`src/rtl/ibex_fpga_mem_pkg.sv`:
```
// rtl/ibex_fpga_mem_pkg.sv - shared types and constants for the Ibex FPGA memory arbiter
package ibex_fpga_mem_pkg;

    localparam int unsigned MemDepth      = 32768;
    localparam int unsigned AddrWidth     = $clog2(MemDepth);
    localparam int unsigned DataWidth     = 32;
    localparam int unsigned StallCntWidth = 16;

    // Which requester owns an access; NONE marks an idle or write slot
    typedef enum logic [1:0] {
        NONE  = 2'd0,
        INSTR = 2'd1,
        DATA  = 2'd2
    } port_e;

    typedef logic [AddrWidth-1:0] addr_t;
    typedef logic [DataWidth-1:0] data_t;
    typedef logic [DataWidth-1:0] strb_t;

    localparam logic [StallCntWidth-1:0] StallCntMax = '1;

endpackage

```
`src/rtl/ibex_fpga_sat_counter.sv`:
```
// rtl/ibex_fpga_sat_counter.sv - saturating up-counter used for stall statistics
module ibex_fpga_sat_counter #(
    parameter int unsigned Width = 16
) (
    input  logic             clk_i,
    input  logic             rst_ni,
    input  logic             inc_i,
    output logic [Width-1:0] cnt_o
);

    // Count enabled cycles, sticking at all-ones instead of wrapping
    always_ff @(posedge clk_i or negedge rst_ni) begin
        if (!rst_ni) begin
            cnt_o <= '0;
        end else if (inc_i && (cnt_o != {Width{1'b1}})) begin
            cnt_o <= cnt_o + Width'(1);
        end
    end

endmodule

```
`src/rtl/ibex_fpga_mem_arbiter.sv`:
```
// rtl/ibex_fpga_mem_arbiter.sv - round-robin merge of Ibex instr/data ports onto one BRAM port
module ibex_fpga_mem_arbiter
    import ibex_fpga_mem_pkg::*;
#(
    parameter  int unsigned MemDepth      = 32768,
    parameter  int unsigned DataWidth     = 32,
    parameter  int unsigned StallCntWidth = 16,
    localparam int unsigned AddrWidth     = $clog2(MemDepth)
) (
    input  logic                     clk_i,
    input  logic                     rst_ni,

    input  logic                     instr_req_i,
    output logic                     instr_gnt_o,
    input  logic [AddrWidth-1:0]     instr_addr_i,
    input  logic [DataWidth-1:0]     instr_wdata_i,
    input  logic [DataWidth-1:0]     instr_strb_i,
    input  logic                     instr_we_i,
    output logic [DataWidth-1:0]     instr_rdata_o,

    input  logic                     data_req_i,
    output logic                     data_gnt_o,
    input  logic [AddrWidth-1:0]     data_addr_i,
    input  logic [DataWidth-1:0]     data_wdata_i,
    input  logic [DataWidth-1:0]     data_strb_i,
    input  logic                     data_we_i,
    output logic [DataWidth-1:0]     data_rdata_o,

    output logic                     mem_req_o,
    output logic [AddrWidth-1:0]     mem_addr_o,
    output logic [DataWidth-1:0]     mem_wdata_o,
    output logic [DataWidth-1:0]     mem_strb_o,
    output logic                     mem_we_o,
    input  logic [DataWidth-1:0]     mem_rdata_i,

    output logic [StallCntWidth-1:0] instr_stall_cnt_o,
    output logic [StallCntWidth-1:0] data_stall_cnt_o
);

    port_e                last_winner_q;
    port_e                rd_owner_q;
    port_e                winner;
    logic                 conflict;
    logic [DataWidth-1:0] instr_hold_q;
    logic [DataWidth-1:0] data_hold_q;

    // Pick the winner: a lone requester always wins, a conflict goes to the port that lost last time
    always_comb begin
        winner   = NONE;
        conflict = instr_req_i & data_req_i;
        if (conflict) begin
            winner = (last_winner_q == DATA) ? INSTR : DATA;
        end else if (instr_req_i) begin
            winner = INSTR;
        end else if (data_req_i) begin
            winner = DATA;
        end
    end

    assign instr_gnt_o = (winner == INSTR);
    assign data_gnt_o  = (winner == DATA);

    // Steer the granted port onto the BRAM; strobes are forced low unless the access writes
    always_comb begin
        mem_req_o   = instr_req_i | data_req_i;
        mem_addr_o  = data_addr_i;
        mem_wdata_o = data_wdata_i;
        mem_we_o    = 1'b0;
        mem_strb_o  = '0;
        if (winner == INSTR) begin
            mem_addr_o  = instr_addr_i;
            mem_wdata_o = instr_wdata_i;
            mem_we_o    = instr_we_i;
            mem_strb_o  = instr_we_i ? instr_strb_i : '0;
        end else if (winner == DATA) begin
            mem_we_o    = data_we_i;
            mem_strb_o  = data_we_i ? data_strb_i : '0;
        end
    end

    // Returning read data bypasses to its owner in the return cycle; otherwise the hold register shows
    assign instr_rdata_o = (rd_owner_q == INSTR) ? mem_rdata_i : instr_hold_q;
    assign data_rdata_o  = (rd_owner_q == DATA)  ? mem_rdata_i : data_hold_q;

    // Round-robin history, read ownership for the next cycle, and per-port read data capture
    always_ff @(posedge clk_i or negedge rst_ni) begin
        if (!rst_ni) begin
            last_winner_q <= DATA;
            rd_owner_q    <= NONE;
            instr_hold_q  <= '0;
            data_hold_q   <= '0;
        end else begin
            if (conflict) begin
                last_winner_q <= winner;
            end
            rd_owner_q <= ((winner != NONE) && !mem_we_o) ? winner : NONE;
            if (rd_owner_q == INSTR) begin
                instr_hold_q <= mem_rdata_i;
            end
            if (rd_owner_q == DATA) begin
                data_hold_q <= mem_rdata_i;
            end
        end
    end

    ibex_fpga_sat_counter #(
        .Width (StallCntWidth)
    ) u_instr_stall_cnt (
        .clk_i  (clk_i),
        .rst_ni (rst_ni),
        .inc_i  (instr_req_i & ~instr_gnt_o),
        .cnt_o  (instr_stall_cnt_o)
    );

    ibex_fpga_sat_counter #(
        .Width (StallCntWidth)
    ) u_data_stall_cnt (
        .clk_i  (clk_i),
        .rst_ni (rst_ni),
        .inc_i  (data_req_i & ~data_gnt_o),
        .cnt_o  (data_stall_cnt_o)
    );

endmodule

```
`config.mk`:
```
export PLATFORM = sky130hd
export DESIGN_NAME = ibex_fpga_mem_arbiter
export DESIGN_NICKNAME = d
export VERILOG_FILES = /design/src/rtl/ibex_fpga_mem_pkg.sv /design/src/rtl/ibex_fpga_sat_counter.sv /design/src/rtl/ibex_fpga_mem_arbiter.sv
export SDC_FILE = /design/constraint.sdc
export NUM_CORES = 1
export LEC_CHECK = 0
export ABC_AREA = 1
export ABC_CLOCK_PERIOD_IN_PS = 1600
export CAP_MARGIN = 20
export CORE_AREA = 2 2 145 147
export DETAILED_ROUTE_END_ITERATION = 8
export DIE_AREA = 0 0 147 149
export GPL_TIMING_DRIVEN = 0
export PLACE_DENSITY = 0.78
export SYNTH_ARGS = -nofsm -noshare
export SYNTH_HDL_FRONTEND = slang
export SYNTH_SLANG_ARGS = --single-unit
```
`constraint.sdc`:
```
create_clock -name clk_i -period 1.6 [get_ports clk_i]
set_clock_uncertainty 0.2 [all_clocks]
set_input_delay 0.16 -clock clk_i [delete_from_list [all_inputs] [get_ports clk_i]]
set_output_delay 0.16 -clock clk_i [all_outputs]
set_load 0.005 [all_outputs]
```
==> results.json <==
{
  "outcome": "finished, violations left",
  "violations": "setup timing",
  "die_height_um": 149,
  "vias": 7587,
  "fin_crit_ns": 2.34,
  "max_freq_mhz": 427,
  "antenna_found_initial": 0,
  "power.share.clock_pct": 19.6,
  "rows": 53,
  "yosysMostFrequentCell": "nand2_1",
  "ant_nets": 0,
  "p_int_mw": 7.37,
  "detail_route.first_pass.iterations": 5,
  "max-cap-violations": 0,
  "port_buffers": 373,
  "synth_top_area_share_pct": 44.5,
  "rsz0062_at_grt": "yes",
  "grt_max_degree": 63,
  "die-area_sq_um": 21900,
  "synth_area_per_cell_sq_um": 6.90,
  "vdd_ir_drop_max_mv": 0.527,
  "arrival_ns": 1.98,
  "end_kind": "output pin",
  "critPathRequiredTime_ns": 1.24,
  "dp_slack_ns": -1.13,
  "synth_top_area_cell": "dfrtp_1",
  "areaGrowthSynthToFinish_pct": 132,
  "yosys_warnings": 0,
  "clkLatencyLatePin_ns": 0.35,
  "grt.total_usage_pct": 22.1,
  "drc_errors": 0,
  "n_fill_cell": 1572,
  "via_per_inst": 4.73,
  "cts_tree": "yes",
  "synthDistinctLibCells": 26,
  "p_seq_share_pct": 31.4,
  "hold-worst-slack_ns": 0.105,
  "root_buffer": "clkbuf_16",
  "setup_viol": 192,
  "die_w_um": 147,
  "start_util_pct": 27.1,
  "grt-ovfl-total": 0,
  "reg2reg_slack_ns": -0.40,
  "route.detailed.wl_per_inst_um": 18.4,
  "dp_hpwl_um": 18200,
  "drt_iter0_drc": 348,
  "io_pins": 375,
  "synth.net_count": 1005,
  "setup_slack_ns": -0.741,
  "synth_area_leaders": "dfrtp_1 44%, nand2_1 27%, o21ai_0 6.8%, nand3_1 4.3%, inv_1 3.9%",
  "min_path_type": "in2reg",
  "antennaDiodeCount": 0,
  "r2r-end": "u_data_stall_cnt.cnt_o[10]$_DFFE_PN0P_",
  "grt_pass1_wl_um": 38000,
  "path_max_fanout": 6,
  "ff_latch_area_sq_um": 2530,
  "synth_common_cells": "406 x nand2_1, 99 x dfrtp_1, 76 x o21ai_0, 58 x inv_1, 48 x nand3_1",
  "drv_slew": 0,
  "synth_edf_count": 0,
  "startpoint": "last_winner_q[1]$_DFFE_PN1P_",
  "clkSinkCount": 100,
  "drive_above_1_share_pct": 47.9,
  "synth-seq-area-share_pct": 45.0,
  "grt_pass1_vias": 6948,
  "worst_pin_slew_ns": 0.565,
  "max_slew_margin_pct": 62.3,
  "gp_congestion": 0.870,
  "netlist_area_sq_um": 5570,
  "synth_cells": 807,
  "ys_ff_latch": 100,
  "reg2reg_from": "last_winner_q[1]$_DFFE_PN1P_",
  "setup.worst_path.class": "reg2out",
  "cts_buffer_depth": 2,
  "synth-main-ff-cell": "dfrtp_1",
  "power_density_nw_per_um2": 888,
  "drt_wl_total_um": 29500,
  "cts.clk_slew.worst_paths_ns": 0.07,
  "hp-start": "data_we_i",
  "final_hold_viol_count": 0,
  "p_comb_share_pct": 49.1,
  "cts_inserted_buffers": 9,
  "p_sw_mw": 4.11,
  "start_kind": "register",
  "cp-endpoint": "mem_addr_o[2]",
  "fin_crit_sh_pct": 146,
  "multi_input_area_sq_um": 4150,
  "hold_depth": 4,
  "nets": 1522,
  "p_sw_share_pct": 35.8,
  "core_sq_um": 20600,
  "finalSetupTns_ns": -87.86,
  "worstRegToRegCells": 11,
  "ctsHtreeMaxLevel": 3,
  "p_total_mw": 11.5,
  "power.leakage_nw": 6.69,
  "synthArstFlopShare_pct": 100
}
[cell usage in the layout, fill, tap and decap left out, types with 4 or more instances in the layout]
master	count
nor2_1	28
o21ai_4	51
clkbuf_2	22
buf_12	19
o21ai_1	5
o21ai_2	16
nand2_2	133
xnor2_1	14
buf_6	97
clkbuf_1	4
nand2_4	58
nand2_8	4
clkdlybuf4s50_1	193
buf_8	11
buf_4	69
nand2_1	214
o21ai_0	7
nor2_2	5
dfrtp_1	76
buf_2	76
inv_1	56
clkbuf_16	15
nor2_4	7
dlymetal6s2s_1	34
nand3_1	47
nand4_1	11
dfrtp_2	23
[power by group through the flow]
| stage | Sequential [mW] | Clock (mW) | Combinational [mW] |
|---|---|---|---|
| after floorplan | 3.44 | 0 | 1.29 |
| after global placement | 3.48 | 0 | 3.71 |
| after detailed placement | 3.50 | 0 | 3.78 |
| after CTS | 3.46 | 2.28 | 4.42 |
| after global routing | 3.65 | 2.38 | 5.97 |
| final | 3.60 | 2.25 | 5.63 |
[stage by stage]
stage          instances  area [sq um]  utilization [%]
6_report            1604         12900             62.9
5_1_grt             1604         12900             62.9
4_1_cts             1539         11200             54.3
3_5_place_dp        1456          9730             47.3
3_3_place_gp        1455          9710             47.2
2_1_floorplan        807          5630                -
[layer usage]
metal / up-vias / part of all wire [%] / track usage (%)
met5: - / 0 / 0
met4: 0 / 4.0 / 8.41
met3: 69 / 6.8 / 5.23
met2: 356 / 50 / 37.7
met1: 3614 / 39 / 27.4
li1: 3548 / - / -
[critical path, stage by stage, from the launching register on]
cell and delay, ns:
dfstp_2 0.54, nand3_2 0.07, nand2_2 0.10, inv_4 0.04
nor2_4 0.13, buf_12 0.15, inv_8 0.05, buf_8 0.14
buf_6 0.13, nand2_2 0.07, nand2_1 0.06, buf_2 0.12
[worst min-delay path by stage]
stage                                        end  slack (ns)
finish                   rd_owner_q[1]$_DFF_PN0_        0.11
global route             rd_owner_q[1]$_DFF_PN0_        0.17
global placement    last_winner_q[0]$_DFFE_PN0P_        0.27
detailed placement     data_hold_q[15]$_DFF_PN0_      -0.009
CTS                      rd_owner_q[1]$_DFF_PN0_        0.05
floorplan               data_hold_q[0]$_DFF_PN0_       -0.34
[logic make-up (layout without fill, tap and decap cells)]
logic type               count (synthesis)  count (layout)  share of synthesized area [%]
AND/OR/NAND/NOR                        511             512                           36.8
flip-flops                             100             100                           45.0
buffers and inverters                  100             621                           8.02
AO/OA/AOI/OAI                           80              80                           7.53
XOR/XNOR                                14              14                           2.20
adder cells (fa/ha/maj)                  2               2                          0.449
[layout make-up]
| cell class | instances | share of cell area (%) |
|---|---|---|
| Timing Repair Buffer | 510 | 37.6 |
| Clock inverter | 7 | 0.571 |
| Multi-Input combinational cell | 608 | 32.1 |
| Sequential cell | 100 | 19.6 |
| Inverter | 63 | 2.00 |
| Buffer | 32 | 3.71 |
| Clock buffer | 9 | 1.74 |
| Tap cell | 275 | 2.66 |
[timing repair]
action                     in CTS  in global routing
buffers inserted               57                 74
hold endpoints to repair       38                  0
gates cloned                   13                  4
hold buffers                    1                  0
resized for setup             748                511
pin swaps                      40                 40
setup endpoints to repair     276                221
[registers in the layout, summed over array words and instances, names as in the netlist]
signal and count:
data_hold_q 32, instr_hold_q 32, last_winner_q 2, rd_owner_q 2
u_data_stall_cnt.cnt_o 16, u_instr_stall_cnt.cnt_o 16
(Power assumes the default switching activity.)
